File: config.mk
export PLATFORM = sky130hd
export DESIGN_NAME = axi_lite_cmd_master_flat
export DESIGN_NICKNAME = d
export VERILOG_FILES = /design/src/rtl/axi_lite_pkg.sv /design/src/rtl/axi_lite_if.sv /design/src/rtl/axi_lite_cmd_fifo.sv /design/src/rtl/axi_lite_cmd_master.sv /design/src/flat_wrapper.sv
export SDC_FILE = /design/constraint.sdc
export NUM_CORES = 1
export LEC_CHECK = 0
export BUFFER_PORTS_ARGS = -buffer_cell sky130_fd_sc_hd__buf_4
export CAP_MARGIN = 30
export CELL_PAD_IN_SITES_DETAIL_PLACEMENT = 0
export CELL_PAD_IN_SITES_GLOBAL_PLACEMENT = 1
export CORE_MARGIN = 5
export CORE_UTILIZATION = 41
export DETAILED_ROUTE_END_ITERATION = 10
export PLACE_DENSITY = 0.78
export SLEW_MARGIN = 20
export SYNTH_ARGS = -nofsm -noshare
export SYNTH_HDL_FRONTEND = slang
export SYNTH_HIERARCHICAL = 1
export SYNTH_SLANG_ARGS = --single-unit
File: constraint.sdc
create_clock -name aclk -period 4.1 [get_ports aclk]
set_input_delay 0.205 -clock aclk [delete_from_list [all_inputs] [get_ports aclk]]
set_output_delay 0.205 -clock aclk [all_outputs]
set_load 0.02 [all_outputs]
File: src/rtl/axi_lite_pkg.sv
// axi_lite_pkg: shared AXI4-Lite types for the command master slice.
//   addr_t / data_t / strb_t : bus field types
//   resp_t                   : BRESP/RRESP encodings
//   cmd_t                    : one queued command {write, addr, wdata, wstrb}
//   cmd_state_t              : command-master FSM states
package axi_lite_pkg;

  localparam int unsigned ADDR_W = 32;
  localparam int unsigned DATA_W = 32;
  localparam int unsigned STRB_W = DATA_W / 8;

  typedef logic [ADDR_W-1:0] addr_t;
  typedef logic [DATA_W-1:0] data_t;
  typedef logic [STRB_W-1:0] strb_t;

  typedef enum logic [1:0] {
    OKAY   = 2'b00,
    EXOKAY = 2'b01,
    SLVERR = 2'b10,
    DECERR = 2'b11
  } resp_t;

  typedef struct packed {
    logic  write;
    addr_t addr;
    data_t wdata;
    strb_t wstrb;
  } cmd_t;

  typedef enum logic [2:0] {
    IDLE,
    WR,
    WR_B,
    RD_A,
    RD_R,
    RSP
  } cmd_state_t;

endpackage

File: src/rtl/axi_lite_if.sv
// axi_lite_if: AXI4-Lite bus bundle (AW/W/B/AR/R channels).
//   aclk, areset_n : bus clock and synchronous active-low reset
//   master modport : drives AW/W/AR payload+valid, B/R ready
//   slave modport  : drives AW/W/AR ready, B/R payload+valid
interface axi_lite_if (
  input logic aclk,
  input logic areset_n
);

  logic                  awvalid;
  logic                  awready;
  axi_lite_pkg::addr_t   awaddr;
  logic [2:0]            awprot;

  logic                  wvalid;
  logic                  wready;
  axi_lite_pkg::data_t   wdata;
  axi_lite_pkg::strb_t   wstrb;

  logic                  bvalid;
  logic                  bready;
  axi_lite_pkg::resp_t   bresp;

  logic                  arvalid;
  logic                  arready;
  axi_lite_pkg::addr_t   araddr;
  logic [2:0]            arprot;

  logic                  rvalid;
  logic                  rready;
  axi_lite_pkg::data_t   rdata;
  axi_lite_pkg::resp_t   rresp;

  modport master (
    output awvalid, awaddr, awprot,
    input  awready,
    output wvalid, wdata, wstrb,
    input  wready,
    input  bvalid, bresp,
    output bready,
    output arvalid, araddr, arprot,
    input  arready,
    input  rvalid, rdata, rresp,
    output rready
  );

  modport slave (
    input  aclk, areset_n,
    input  awvalid, awaddr, awprot,
    output awready,
    input  wvalid, wdata, wstrb,
    output wready,
    output bvalid, bresp,
    input  bready,
    input  arvalid, araddr, arprot,
    output arready,
    output rvalid, rdata, rresp,
    input  rready
  );

endinterface

File: src/rtl/axi_lite_cmd_fifo.sv
// axi_lite_cmd_fifo: synchronous FIFO of cmd_t.
//   i_clk, i_rst_n       : clock, synchronous active-low reset
//   i_push, i_push_data  : write side (ignored when full)
//   i_pop, o_pop_data    : read side, head is visible combinationally
//   o_full, o_empty      : flags derived from the registered pointers
module axi_lite_cmd_fifo
  import axi_lite_pkg::*;
#(
  parameter int unsigned DEPTH = 4
) (
  input  logic i_clk,
  input  logic i_rst_n,
  input  logic i_push,
  input  cmd_t i_push_data,
  input  logic i_pop,
  output cmd_t o_pop_data,
  output logic o_full,
  output logic o_empty
);

  localparam int unsigned PTR_W = $clog2(DEPTH);
  localparam logic [PTR_W:0] PTR_ONE = {{PTR_W{1'b0}}, 1'b1};

  cmd_t             r_mem [DEPTH];
  logic [PTR_W:0]   r_wptr;
  logic [PTR_W:0]   r_rptr;
  logic             w_push;
  logic             w_pop;

  assign w_push = i_push && !o_full;
  assign w_pop  = i_pop && !o_empty;

  // Extra MSB distinguishes full (same index, different lap) from empty.
  assign o_empty = (r_wptr == r_rptr);
  assign o_full  = (r_wptr[PTR_W] != r_rptr[PTR_W]) &&
                   (r_wptr[PTR_W-1:0] == r_rptr[PTR_W-1:0]);

  assign o_pop_data = r_mem[r_rptr[PTR_W-1:0]];

  always_ff @(posedge i_clk) begin
    if (!i_rst_n) begin
      r_wptr <= '0;
      r_rptr <= '0;
    end else begin
      if (w_push) r_wptr <= r_wptr + PTR_ONE;
      if (w_pop)  r_rptr <= r_rptr + PTR_ONE;
    end
  end

  always_ff @(posedge i_clk) begin
    if (w_push) r_mem[r_wptr[PTR_W-1:0]] <= i_push_data;
  end

endmodule

File: src/rtl/axi_lite_cmd_master.sv
// axi_lite_cmd_master: executes queued read/write commands on an AXI4-Lite
// master port, one transaction at a time, and returns one response each.
//   aclk, areset_n       : clock, synchronous active-low reset
//   m_axi_lite           : axi_lite_if master modport
//   cmd_valid/cmd_ready  : command stream {cmd_write, cmd_addr, cmd_wdata, cmd_wstrb}
//   rsp_valid/rsp_ready  : response stream {rsp_write, rsp_rdata, rsp_resp}
//   busy                 : FSM active or commands pending
//   tx_count             : completed (accepted) responses, wrapping
module axi_lite_cmd_master
  import axi_lite_pkg::*;
#(
  parameter int unsigned CMD_DEPTH = 4,
  parameter int unsigned CNT_W     = 16
) (
  input  logic              aclk,
  input  logic              areset_n,
  axi_lite_if.master        m_axi_lite,
  input  logic              cmd_valid,
  output logic              cmd_ready,
  input  logic              cmd_write,
  input  addr_t             cmd_addr,
  input  data_t             cmd_wdata,
  input  strb_t             cmd_wstrb,
  output logic              rsp_valid,
  input  logic              rsp_ready,
  output logic              rsp_write,
  output data_t             rsp_rdata,
  output resp_t             rsp_resp,
  output logic              busy,
  output logic [CNT_W-1:0]  tx_count
);

  localparam logic [CNT_W-1:0] CNT_ONE = {{(CNT_W-1){1'b0}}, 1'b1};

  cmd_state_t        r_state;
  logic              r_awvalid;
  logic              r_wvalid;
  logic              r_bready;
  logic              r_arvalid;
  logic              r_rready;
  addr_t             r_awaddr;
  data_t             r_wdata;
  strb_t             r_wstrb;
  addr_t             r_araddr;
  logic              r_rsp_valid;
  logic              r_rsp_write;
  data_t             r_rsp_rdata;
  resp_t             r_rsp_resp;
  logic [CNT_W-1:0]  r_tx_count;

  cmd_t              w_push_cmd;
  cmd_t              w_head;
  logic              w_full;
  logic              w_empty;
  logic              w_pop;
  logic              w_aw_done;
  logic              w_w_done;

  assign w_push_cmd = '{write: cmd_write, addr: cmd_addr,
                        wdata: cmd_wdata, wstrb: cmd_wstrb};
  assign w_pop      = (r_state == IDLE) && !w_empty;

  axi_lite_cmd_fifo #(
    .DEPTH (CMD_DEPTH)
  ) u_fifo (
    .i_clk       (aclk),
    .i_rst_n     (areset_n),
    .i_push      (cmd_valid),
    .i_push_data (w_push_cmd),
    .i_pop       (w_pop),
    .o_pop_data  (w_head),
    .o_full      (w_full),
    .o_empty     (w_empty)
  );

  // A channel counts as done if it already handshook or handshakes now,
  // so AW and W may complete in either order or together.
  assign w_aw_done = !r_awvalid || m_axi_lite.awready;
  assign w_w_done  = !r_wvalid  || m_axi_lite.wready;

  always_ff @(posedge aclk) begin
    if (!areset_n) begin
      r_state     <= IDLE;
      r_awvalid   <= 1'b0;
      r_wvalid    <= 1'b0;
      r_bready    <= 1'b0;
      r_arvalid   <= 1'b0;
      r_rready    <= 1'b0;
      r_awaddr    <= '0;
      r_wdata     <= '0;
      r_wstrb     <= '0;
      r_araddr    <= '0;
      r_rsp_valid <= 1'b0;
      r_rsp_write <= 1'b0;
      r_rsp_rdata <= '0;
      r_rsp_resp  <= OKAY;
      r_tx_count  <= '0;
    end else begin
      case (r_state)
        IDLE: begin
          if (!w_empty) begin
            if (w_head.write) begin
              r_awvalid <= 1'b1;
              r_wvalid  <= 1'b1;
              r_awaddr  <= w_head.addr;
              r_wdata   <= w_head.wdata;
              r_wstrb   <= w_head.wstrb;
              r_state   <= WR;
            end else begin
              r_arvalid <= 1'b1;
              r_araddr  <= w_head.addr;
              r_state   <= RD_A;
            end
          end
        end

        WR: begin
          if (r_awvalid && m_axi_lite.awready) r_awvalid <= 1'b0;
          if (r_wvalid && m_axi_lite.wready)   r_wvalid  <= 1'b0;
          if (w_aw_done && w_w_done) begin
            r_bready <= 1'b1;
            r_state  <= WR_B;
          end
        end

        WR_B: begin
          if (m_axi_lite.bvalid) begin
            r_bready    <= 1'b0;
            r_rsp_valid <= 1'b1;
            r_rsp_write <= 1'b1;
            r_rsp_rdata <= '0;
            r_rsp_resp  <= m_axi_lite.bresp;
            r_state     <= RSP;
          end
        end

        RD_A: begin
          if (m_axi_lite.arready) begin
            r_arvalid <= 1'b0;
            r_rready  <= 1'b1;
            r_state   <= RD_R;
          end
        end

        RD_R: begin
          if (m_axi_lite.rvalid) begin
            r_rready    <= 1'b0;
            r_rsp_valid <= 1'b1;
            r_rsp_write <= 1'b0;
            r_rsp_rdata <= m_axi_lite.rdata;
            r_rsp_resp  <= m_axi_lite.rresp;
            r_state     <= RSP;
          end
        end

        RSP: begin
          if (rsp_ready) begin
            r_rsp_valid <= 1'b0;
            r_tx_count  <= r_tx_count + CNT_ONE;
            r_state     <= IDLE;
          end
        end

        default: r_state <= IDLE;
      endcase
    end
  end

  assign m_axi_lite.awvalid = r_awvalid;
  assign m_axi_lite.awaddr  = r_awaddr;
  assign m_axi_lite.awprot  = '0;
  assign m_axi_lite.wvalid  = r_wvalid;
  assign m_axi_lite.wdata   = r_wdata;
  assign m_axi_lite.wstrb   = r_wstrb;
  assign m_axi_lite.bready  = r_bready;
  assign m_axi_lite.arvalid = r_arvalid;
  assign m_axi_lite.araddr  = r_araddr;
  assign m_axi_lite.arprot  = '0;
  assign m_axi_lite.rready  = r_rready;

  assign cmd_ready = !w_full;
  assign rsp_valid = r_rsp_valid;
  assign rsp_write = r_rsp_write;
  assign rsp_rdata = r_rsp_rdata;
  assign rsp_resp  = r_rsp_resp;
  assign busy      = (r_state != IDLE) || !w_empty;
  assign tx_count  = r_tx_count;

endmodule

File: src/flat_wrapper.sv
// flat-port wrapper written by rule: the top's interface ports become plain ports
module axi_lite_cmd_master_flat import axi_lite_pkg::*;
#(
  parameter int unsigned CMD_DEPTH = 4,
  parameter int unsigned CNT_W     = 16
)
  (aclk, areset_n, cmd_valid, cmd_ready, cmd_write, cmd_addr, cmd_wdata, cmd_wstrb, rsp_valid, rsp_ready, rsp_write, rsp_rdata, rsp_resp, busy, tx_count, m_axi_lite_awvalid, m_axi_lite_awaddr, m_axi_lite_awprot, m_axi_lite_awready, m_axi_lite_wvalid, m_axi_lite_wdata, m_axi_lite_wstrb, m_axi_lite_wready, m_axi_lite_bvalid, m_axi_lite_bresp, m_axi_lite_bready, m_axi_lite_arvalid, m_axi_lite_araddr, m_axi_lite_arprot, m_axi_lite_arready, m_axi_lite_rvalid, m_axi_lite_rdata, m_axi_lite_rresp, m_axi_lite_rready);
  axi_lite_if m_axi_lite_i (.aclk(aclk), .areset_n(areset_n));
  input  logic aclk;
  input  logic areset_n;
  input  logic cmd_valid;
  output logic cmd_ready;
  input  logic cmd_write;
  input  addr_t cmd_addr;
  input  data_t cmd_wdata;
  input  strb_t cmd_wstrb;
  output logic rsp_valid;
  input  logic rsp_ready;
  output logic rsp_write;
  output data_t rsp_rdata;
  output resp_t rsp_resp;
  output logic busy;
  output logic [CNT_W-1:0] tx_count;
  output wire logic [$bits(m_axi_lite_i.awvalid)-1:0] m_axi_lite_awvalid;
  output wire logic [$bits(m_axi_lite_i.awaddr)-1:0] m_axi_lite_awaddr;
  output wire logic [$bits(m_axi_lite_i.awprot)-1:0] m_axi_lite_awprot;
  input wire logic [$bits(m_axi_lite_i.awready)-1:0] m_axi_lite_awready;
  output wire logic [$bits(m_axi_lite_i.wvalid)-1:0] m_axi_lite_wvalid;
  output wire logic [$bits(m_axi_lite_i.wdata)-1:0] m_axi_lite_wdata;
  output wire logic [$bits(m_axi_lite_i.wstrb)-1:0] m_axi_lite_wstrb;
  input wire logic [$bits(m_axi_lite_i.wready)-1:0] m_axi_lite_wready;
  input wire logic [$bits(m_axi_lite_i.bvalid)-1:0] m_axi_lite_bvalid;
  input wire logic [$bits(m_axi_lite_i.bresp)-1:0] m_axi_lite_bresp;
  output wire logic [$bits(m_axi_lite_i.bready)-1:0] m_axi_lite_bready;
  output wire logic [$bits(m_axi_lite_i.arvalid)-1:0] m_axi_lite_arvalid;
  output wire logic [$bits(m_axi_lite_i.araddr)-1:0] m_axi_lite_araddr;
  output wire logic [$bits(m_axi_lite_i.arprot)-1:0] m_axi_lite_arprot;
  input wire logic [$bits(m_axi_lite_i.arready)-1:0] m_axi_lite_arready;
  input wire logic [$bits(m_axi_lite_i.rvalid)-1:0] m_axi_lite_rvalid;
  input wire logic [$bits(m_axi_lite_i.rdata)-1:0] m_axi_lite_rdata;
  input wire logic [$bits(m_axi_lite_i.rresp)-1:0] m_axi_lite_rresp;
  output wire logic [$bits(m_axi_lite_i.rready)-1:0] m_axi_lite_rready;
  assign m_axi_lite_awvalid = m_axi_lite_i.awvalid;
  assign m_axi_lite_awaddr = m_axi_lite_i.awaddr;
  assign m_axi_lite_awprot = m_axi_lite_i.awprot;
  assign m_axi_lite_i.awready = m_axi_lite_awready;
  assign m_axi_lite_wvalid = m_axi_lite_i.wvalid;
  assign m_axi_lite_wdata = m_axi_lite_i.wdata;
  assign m_axi_lite_wstrb = m_axi_lite_i.wstrb;
  assign m_axi_lite_i.wready = m_axi_lite_wready;
  assign m_axi_lite_i.bvalid = m_axi_lite_bvalid;
  assign m_axi_lite_i.bresp = m_axi_lite_bresp;
  assign m_axi_lite_bready = m_axi_lite_i.bready;
  assign m_axi_lite_arvalid = m_axi_lite_i.arvalid;
  assign m_axi_lite_araddr = m_axi_lite_i.araddr;
  assign m_axi_lite_arprot = m_axi_lite_i.arprot;
  assign m_axi_lite_i.arready = m_axi_lite_arready;
  assign m_axi_lite_i.rvalid = m_axi_lite_rvalid;
  assign m_axi_lite_i.rdata = m_axi_lite_rdata;
  assign m_axi_lite_i.rresp = m_axi_lite_rresp;
  assign m_axi_lite_rready = m_axi_lite_i.rready;
  axi_lite_cmd_master #(.CMD_DEPTH(CMD_DEPTH), .CNT_W(CNT_W)) u_core (.aclk(aclk), .areset_n(areset_n), .m_axi_lite(m_axi_lite_i), .cmd_valid(cmd_valid), .cmd_ready(cmd_ready), .cmd_write(cmd_write), .cmd_addr(cmd_addr), .cmd_wdata(cmd_wdata), .cmd_wstrb(cmd_wstrb), .rsp_valid(rsp_valid), .rsp_ready(rsp_ready), .rsp_write(rsp_write), .rsp_rdata(rsp_rdata), .rsp_resp(rsp_resp), .busy(busy), .tx_count(tx_count));
endmodule
==> flow_metrics.py <==
metrics = {
    "run_status": {
        "status": "completed",
    },
    "clock_tree": {
        "cts_buffer_depth": 3,
        "cts.clk_slew.worst_paths_ns": 0.06,
        "cts_resized": 0,
        "insertion_delay_ns": 0.57,
        "cts_made_buffers": 46,
        "cts_tree": "built",
        "htreeDepth": 2,
        "cts_sinks": 444,
        "root_buffer": "clkbuf_16",
    },
    "logic_synthesis": {
        "syn-cell-area_mm2": 0.0165,
        "synthFlopType": "edfxtp_1",
        "yosys-top-cells-area": "edfxtp_1 (50%), dfxtp_1 (20%), mux4_2 (9.4%), nand2_1 (5.6%), a21oi_1 (4.4%)",
        "synth_area_leader_cell": "edfxtp_1",
        "yosysSeqAreaShare": 0.705,
        "async_flop_share": 0,
        "yosysWarnings": 6,
        "syn_inst": 1172,
        "synth_edf_count": 276,
        "avgSynthCellArea_um2": 14.1,
        "ys_types": 51,
        "synth_seq_cells": 444,
        "synth_top_cell_area_share": 0.501,
    },
    "grt": {
        "grt_max_degree": 71,
        "overflow": 0,
        "antenna_found_initial": 2,
        "grt_pass1_wl_mm": 62.2,
        "first_global_vias": 10913,
        "grt_use_total": 0.178,
    },
    "floorplanning": {
        "ios": 279,
        "start_util": 0.415,
        "num_rows": 73,
        "dieWidth_um": 211,
        "coreArea_mm2": 0.0398,
        "die_y_um": 211,
        "die-area_mm2": 0.0444,
    },
    "cells_and_area": {
        "nets": 1668,
        "syn_to_final_growth_pct": 30.9,
        "final_common_cell": "buf_4",
        "drive_above_1_share": 0.284,
        "final_cell_mix": "buf_4 (286), edfxtp_1 (276), nand2_1 (246)",
    },
    "pwr": {
        "p_int_mw": 9.45,
        "p_seq_frac": 0.432,
        "p_switching_mw": 4.30,
        "powerDensity_mw_per_mm2": 635,
        "clock_power_share": 0.294,
        "peakVddDrop_uv": 464,
        "sw_frac_of_total": 0.313,
        "leakage_nw": 7.74,
        "comb_power_share": 0.274,
    },
    "sta": {
        "rsz0062_at_grt": "no",
        "finalHoldViolCount": 0,
        "setup_viol": 0,
        "drv_slew": 0,
        "skew_ns": 0.0132,
        "clock.fmax_mhz": 342,
        "finalCriticalPeriod_ns": 2.92,
        "tightest_slew_ns": 0.931,
        "worst_slack_ns": 1.18,
        "timing.final.crit_share": 0.713,
        "setup_tns_ns": 0,
        "max_slew_margin": 0.378,
    },
    "drt": {
        "ant_nets": 0,
        "wl_per_cell_um": 19.0,
        "drt_wl_total_mm": 40.1,
        "drc_errors": 0,
        "first_pass_iters": 5,
        "drt_iter0_drc": 808,
        "vias": 10716,
        "viasPerCell": 5.07,
    },
    "critical_path": {
        "crit_chain": "xor2_1, nor3_1, nor4_4, and2_2, buf_12, nand2_1, a21oi_1",
        "required_ns": 4.59,
        "setup.worst_path.end_class": "register",
        "cp.arrival_ns": 3.42,
        "max_stage_delay_ns": 0.64,
        "slowest_stage": "and2_2",
        "critPathMaxFanout": 46,
        "cp-start-kind": "register",
        "path_class": "reg -> reg",
    },
    "place": {
        "portBuffers": 272,
        "dp_hpwl_mm": 24.5,
        "gp_congestion": 0.896,
        "pre_cts_slack_ns": 1.21,
    },
    "run": {
        "maxCapViolCount": 0,
    },
    "worst_hold_path": {
        "holdCritPathClass": "in -> reg",
    },
}
registers in the layout, summed over array words and instances, names as in the netlist, named ones only:
register and flops:
u_core/m_axi_lite.wdata 32, u_core/u_fifo/r_rptr 3, u_core/rsp_valid 1, u_core/m_axi_lite.bready 1, u_core/m_axi_lite.arvalid 1, u_core/rsp_write 1, u_core/rsp_rdata 32, u_core/r_state 3
u_core/m_axi_lite.awaddr 32, u_core/tx_count 16, u_core/m_axi_lite.araddr 32, u_core/u_fifo/r_mem 276, u_core/rsp_resp 2, u_core/m_axi_lite.awvalid 1, u_core/m_axi_lite.wvalid 1, u_core/m_axi_lite.rready 1
u_core/u_fifo/r_wptr 3, u_core/m_axi_lite.wstrb 4
synthesized netlist by cell type (5+ instances only):
cell / instances
edfxtp_1: 276
nand2_1: 247
dfxtp_1: 168
a21oi_1: 145
mux4_2: 69
nand3_1: 44
clkbuf_1: 32
buf_2: 26
nor2_1: 17
inv_1: 13
o21ai_0: 12
buf_6: 10
xor2_1: 10
and2_1: 7
buf_4: 7
ha_1: 6
mux2i_1: 6
nand3b_1: 6
nor3_1: 6
nand4_1: 5
nor2b_1: 5
layout make-up:
cell class	count	area (um2)
antenna	1	2.50
clock buffer	68	1350
clock inverter	18	138
fill	3267	18200
inverter	13	51.3
multi-input combinational	643	4460
sequential	444	11700
tap	525	657
timing repair buffer	400	3330
logic make-up (layout without fill, tap and decap cells):
logic type,after synthesis,in the layout,share of synthesized area
flip-flops,444,444,0.705
AND/OR/NAND/NOR,362,362,0.0971
AO/OA/AOI/OAI,180,180,0.0594
buffers and inverters,90,499,0.0288
multiplexers,75,75,0.0976
XOR/XNOR,14,14,0.00742
adder cells (fa/ha/maj),6,6,0.00454
other,1,7,0.000227
power groups by stage:
| stage | Clock (mW) | Combinational (mW) | Sequential (mW) |
|---|---|---|---|
| after floorplan | 0 | 2.17 | 6.23 |
| after global placement | 0 | 3.66 | 6.01 |
| after detailed placement | 0 | 3.70 | 6.05 |
| after CTS | 4.17 | 3.81 | 5.96 |
| after global routing | 4.34 | 4.08 | 6.03 |
| final | 4.04 | 3.76 | 5.95 |
per-layer routing:
metal	global-route usage	wire (um)	up-vias
met5	0	13	-
met2	0.301	19500	328
met1	0.227	16800	5271
li1	-	-	5049
met4	0.0568	943	2
met3	0.0428	2870	66
worst paths after layout:
kind,end,slack [ns],start,depth (start not counted)
max,u_core/m_axi_lite.awaddr[7]$_SDFFE_PN0P_,1.18,u_core/u_fifo/r_wptr[0]$_SDFFE_PN0P_,7
min,u_core/rsp_resp[0]$_SDFFE_PN0P_,0.17,m_axi_lite_bresp[0],3
max reg2reg,u_core/m_axi_lite.awaddr[7]$_SDFFE_PN0P_,1.18,u_core/u_fifo/r_wptr[0]$_SDFFE_PN0P_,7
min reg2reg,u_core/m_axi_lite.araddr[4]$_SDFFE_PN0P_,0.45,u_core/m_axi_lite.araddr[4]$_SDFFE_PN0P_,2
critical path, delay by kind of cell, from the launching register on:
family | cells | cell delay (ns)
DFF | 1 | 0.45
and+or+nand+nor | 4 | 1.45
buffers and inverters | 1 | 0.34
AOI/OAI and AO/OA | 1 | 0.13
xor gates and xnor gates | 1 | 0.45
per-stage QoR:
step	instances	cell area, um2	utilization	power [mW]	hold WS (ns)
6_report	2112	21600	0.543	13.8	0.168
5_1_grt	2111	21600	0.543	14.4	0.178
4_1_cts	2110	21600	0.543	13.9	0.105
3_5_place_dp	1913	19000	0.478	9.75	0.407
3_3_place_gp	1912	19000	0.477	9.67	0.405
2_1_floorplan	1177	16600	-	8.41	0.304
what timing repair did:
item,CTS,global route
setup buffers,0,0
hold buffers,111,0
hold endpoints to repair,321,0
No activity file was read; power rests on OpenSTA's default activity.
